==> config.mk <==
export PLATFORM = sky130hd
export DESIGN_NAME = lc3_bus_arbiter
export DESIGN_NICKNAME = d
export VERILOG_FILES = /design/src/rtl/lc3_bus_pkg.sv /design/src/rtl/lc3_bus_arbiter_rr_pick.sv /design/src/rtl/lc3_bus_arbiter.sv
export SDC_FILE = /design/constraint.sdc
export NUM_CORES = 1
export LEC_CHECK = 0
export CAP_MARGIN = 20
export CORE_UTILIZATION = 40
export DETAILED_ROUTE_END_ITERATION = 16
export HOLD_SLACK_MARGIN = 0.03
export PLACE_DENSITY = 0.65
export SLEW_MARGIN = 20
export SYNTH_ARGS = -nofsm -noshare
export SYNTH_HDL_FRONTEND = slang
export SYNTH_SLANG_ARGS = --single-unit
==> constraint.sdc <==
create_clock -name clk -period 3.55 [get_ports clk]
set_input_delay 0.355 -clock clk [delete_from_list [all_inputs] [get_ports clk]]
set_output_delay 0.355 -clock clk [all_outputs]
set_load 0.01 [all_outputs]
==> src/rtl/lc3_bus_pkg.sv <==
// Shared types and constants for the LC-3 internal bus arbiter.
// Source indices match the select encoding of the 4:1 bus multiplexer.
package lc3_bus_pkg;

    localparam int N_REQ = 4;

    typedef logic [1:0] bus_sel_t;

    typedef enum logic {
        IDLE  = 1'b0,
        GRANT = 1'b1
    } arb_state_t;

    localparam bus_sel_t SRC_PC     = 2'd0;
    localparam bus_sel_t SRC_MDR    = 2'd1;
    localparam bus_sel_t SRC_ALU    = 2'd2;
    localparam bus_sel_t SRC_MARMUX = 2'd3;

    function automatic logic [N_REQ-1:0] sel_to_onehot(input bus_sel_t i_idx);
        logic [N_REQ-1:0] v;
        v        = 4'b0000;
        v[i_idx] = 1'b1;
        return v;
    endfunction

endpackage

==> src/rtl/lc3_bus_arbiter_rr_pick.sv <==
// Combinational rotating-priority picker: first set request in the order
// base+1, base+2, base+3, base (mod 4).
module rr_pick
    import lc3_bus_pkg::*;
(
    input  logic [N_REQ-1:0] req,
    input  bus_sel_t         base,
    output logic             found,
    output bus_sel_t         idx
);

    bus_sel_t w_cand;

    // Scan from lowest priority to highest so the highest-priority hit wins.
    always_comb begin
        w_cand = base;
        idx    = base;
        for (int k = N_REQ; k >= 1; k--) begin
            w_cand = base + bus_sel_t'(k);
            idx    = req[w_cand] ? w_cand : idx;
        end
        found = |req;
    end

endmodule

==> src/rtl/lc3_bus_arbiter.sv <==
// Round-robin arbiter for the four LC-3 bus sources with a bounded hold time
// under contention; grant, select and busy are all registered.
module lc3_bus_arbiter
    import lc3_bus_pkg::bus_sel_t;
    import lc3_bus_pkg::arb_state_t;
    import lc3_bus_pkg::IDLE;
    import lc3_bus_pkg::GRANT;
    import lc3_bus_pkg::SRC_PC;
    import lc3_bus_pkg::SRC_MARMUX;
    import lc3_bus_pkg::sel_to_onehot;
#(
    parameter int N_REQ    = 4,
    parameter int MAX_HOLD = 8
) (
    input  logic             clk,
    input  logic             rst_n,
    input  logic [N_REQ-1:0] req,
    output logic [N_REQ-1:0] gnt,
    output logic [1:0]       sel,
    output logic             busy
);

    if (N_REQ != 4) begin : g_bad_n_req
        $error("lc3_bus_arbiter: N_REQ must be 4");
    end
    if ((MAX_HOLD < 2) || (MAX_HOLD > 256)) begin : g_bad_max_hold
        $error("lc3_bus_arbiter: MAX_HOLD must be in 2..256");
    end

    localparam int HW = $clog2(MAX_HOLD);
    localparam logic [HW-1:0] HOLD_LAST = HW'(MAX_HOLD - 1);

    arb_state_t       r_state,    w_state;
    logic [3:0]       r_gnt,      w_gnt;
    bus_sel_t         r_sel,      w_sel;
    logic             r_busy,     w_busy;
    bus_sel_t         r_last,     w_last;
    logic [HW-1:0]    r_hold_cnt, w_hold;

    logic             w_found;
    bus_sel_t         w_idx;
    logic [3:0]       w_owner_mask;
    logic             w_owner_req;
    logic             w_others;
    logic             w_take;
    logic             w_drop;

    rr_pick u_pick (
        .req   (req),
        .base  (r_last),
        .found (w_found),
        .idx   (w_idx)
    );

    // Next-state logic: decide whether to hand the bus over, drop it, or keep it.
    always_comb begin
        w_state      = r_state;
        w_gnt        = r_gnt;
        w_sel        = r_sel;
        w_busy       = r_busy;
        w_last       = r_last;
        w_hold       = r_hold_cnt;
        w_take       = 1'b0;
        w_drop       = 1'b0;
        w_owner_mask = sel_to_onehot(r_last);
        w_owner_req  = |(req & w_owner_mask);
        w_others     = |(req & ~w_owner_mask);

        case (r_state)
            IDLE: begin
                w_take = w_found;
                w_drop = ~w_found;
            end
            GRANT: begin
                if (!w_owner_req) begin
                    w_take = w_found;
                    w_drop = ~w_found;
                end else if (w_others) begin
                    // Forced handoff: the picker never returns the owner here.
                    if (r_hold_cnt == HOLD_LAST) begin
                        w_take = 1'b1;
                    end else begin
                        w_hold = r_hold_cnt + HW'(1);
                    end
                end else begin
                    if (r_hold_cnt != HOLD_LAST) begin
                        w_hold = r_hold_cnt + HW'(1);
                    end else begin
                        w_hold = r_hold_cnt;
                    end
                end
            end
            default: begin
                w_drop = 1'b1;
            end
        endcase

        if (w_take) begin
            w_state = GRANT;
            w_gnt   = sel_to_onehot(w_idx);
            w_sel   = w_idx;
            w_busy  = 1'b1;
            w_last  = w_idx;
            w_hold  = '0;
        end else if (w_drop) begin
            w_state = IDLE;
            w_gnt   = 4'b0000;
            w_busy  = 1'b0;
        end else begin
            w_state = r_state;
        end
    end

    // State and output registers; last starts at MARMUX so PC wins first.
    always_ff @(posedge clk or negedge rst_n) begin
        if (!rst_n) begin
            r_state    <= IDLE;
            r_gnt      <= 4'b0000;
            r_sel      <= SRC_PC;
            r_busy     <= 1'b0;
            r_last     <= SRC_MARMUX;
            r_hold_cnt <= '0;
        end else begin
            r_state    <= w_state;
            r_gnt      <= w_gnt;
            r_sel      <= w_sel;
            r_busy     <= w_busy;
            r_last     <= w_last;
            r_hold_cnt <= w_hold;
        end
    end

    assign gnt  = r_gnt;
    assign sel  = r_sel;
    assign busy = r_busy;

endmodule
==> metrics <==
cell count after synthesis=71; drt initial violations=10; num ports=13; total grt overflow=0; cts repair resizes=0; clock buffer depth=2; vias in the first global route=550; CP Buf/Inv Count=1; Synth Register Bits=12; drt via density=5.43; cell family with most CP delay=compound AO/OA/AOI/OAI gates; asr flop ratio synth=100%; Layout Cells excl Fill=111; H-tree levels=1; final slew viol count=0; Setup Skew=0.0103 ns; Period minus WS final=2.27 ns; maximum clock rate=0.441 GHz; Synth cell types=30; DRC=0; slowest stage cell on the critical path=dfstp_2; CP Data Arrival Time=2.42 ns; critical path, cell by cell=inv_1 > ha_1 > or2b_1 > nand2_1 > o32a_1 > nor2b_4 > a32o_1; final wirelength=1.42 mm; CTS Buf Count=3; WS Path Type=reg2reg; initial antenna violation count=0; RSZ-0062 raised after global routing=false; Max FO, Critical Path=10; startpoint type of the worst setup path=flop; final net count=99; CTS root buf=clkbuf_4; Mapped Avg Cell Area=11.0 um^2; IO buf count=12; Post-Route Setup TNS=0 ns; die height=46.1 um; proportion of layout cells with a drive suffix above 1=15.1%; drt wl/cell=12.8 um; Seq/Total Area, Yosys=38.9%; number of max-cap violations=0; Post-synth EDFFs=0; Setup violations, final=0; Max VDD drop=432 uV; hpwl dp=1.11 mm; dpl cells=107; vias=603; largest net degree at the start of global routing=13; Area growth syn-to-layout=22.2%; initial core utilization=43.6%; drt pass-1 iters=4; Worst-path clk slew=0.07 ns; CORE AREA=1780 um^2; clock sinks=12; Pleak=0.000413 uW; Worst-Margin Slew=0.553 ns; synthesized cell area=778 um^2; syn nets=83; first-pass GRT wire length=2.43 mm; Tot GR Track Use=16.5%; DIE AREA=2130 um^2; Post-synth top flop=dfrtp_1; kind of end point of the critical path=flop; # hold bufs at CTS=0; max_slew headroom=63.0%; Place WS=1.29 ns; Final Hold Fails=0; YS warnings=0; Post-DRT Antenna Nets=0; worst min path class=in2async; Post-CTS Setup Bufs=0; Final GP Congestion=0.814; Crit path required time=3.70 ns; PwrDens=866 nW/um^2; Tcrit/Tclk final=63.9%; status=complete, no violations; Diodes inserted=0; clk_lat worst skew=0.27 ns; Max stage delay on crit path=0.62 ns; row count=15; Die X=46.1 um; TritonCTS clock tree=yes; fin worst setup slack=1.28 ns
==> per-stage QoR <==
stage	hold slack (ns)	util, %	area [um^2]	power, uW
2_1_floorplan	0.0594	-	778	615
3_3_place_gp	0.477	51.9	925	744
3_5_place_dp	0.478	51.9	925	748
4_1_cts	0.449	53.3	951	835
5_1_grt	0.465	53.3	951	901
6_report	0.443	53.3	951	823
==> cell usage in the layout (no fill, tap or decap), types with 3 or more instances in the layout <==
master           instances
dfrtp_1                 10
ha_1                     6
nand2b_1                 3
mux2_1                   4
clkdlybuf4s50_1         12
nor2_1                   5
a22o_1                   4
inv_1                    4
clkbuf_4                 3
a32o_1                   4
nand2_1                  3
==> state kept, by name, indices dropped and copies added (netlist names) <==
signal and flops:
busy 1, gnt 4, r_last 2, sel 2, r_hold_cnt 3
==> worst paths after layout <==
path / cells past startpoint / start / endpoint / slack (ns)
min: 1 / rst_n / r_hold_cnt[2] / 0.44
min in group clk: 1 / sel[1] / sel[1] / 0.49
max reg2reg: 7 / r_last[0] / gnt[3] / 1.28
max in group asynchronous: 1 / rst_n / r_last[1] / 2.73
min reg2reg: 1 / sel[1] / sel[1] / 0.49
max: 7 / r_last[0] / gnt[3] / 1.28
==> layout make-up <==
class	count	area [um^2]
clock buffers	4	26.3
fillers	161	832
inverters	4	15.0
well taps	25	31.3
multi-input cells	54	455
repair buffers	12	120
flip-flops and latches	12	303
==> logic make-up (layout without fill, tap and decap cells) <==
family | Yosys count | after routing | synth area share [%]
AOI/OAI and AO/OA | 21 | 21 | 24.4
adders and majority gates | 6 | 6 | 9.65
buffers and inverters | 5 | 20 | 2.57
DFF | 12 | 12 | 38.9
muxes | 7 | 7 | 9.97
and+or+nand+nor | 20 | 20 | 14.5
==> cell usage after synthesis (3+ instances only) <==
master | number | area share (%)
a22o_1 | 4 | 4.5
a32o_1 | 4 | 5.1
dfrtp_1 | 10 | 32
ha_1 | 6 | 9.6
inv_1 | 4 | 1.9
mux2_1 | 4 | 5.8
nand2_1 | 3 | 1.4
nand2b_1 | 3 | 2.4
nor2_1 | 5 | 2.4
==> worst reg2reg max path: stages, from the launching register on <==
cell and delay, ns:
dfstp_2 0.62, inv_1 0.13, ha_1 0.37, or2b_1 0.21, nand2_1 0.06, o32a_1 0.38
nor2b_4 0.15, a32o_1 0.26
==> layer usage <==
layer,wire length [um],vias to the layer above,track usage [%]
li1,-,295,-
met1,677,297,22.4
met2,681,9,23.9
met3,51,2,5.88
met4,12,0,5.88
met5,0,-,0
==> report_power, final <==
group | internal (uW) | leakage [uW] | switching [uW]
sequential | 202 | 0.000145 | 50.4
combinational | 261 | 0.000252 | 228
clock | 43.4 | 0.0000150 | 39.2
total | 506 | 0.000413 | 317
(Power assumes the default switching activity.)
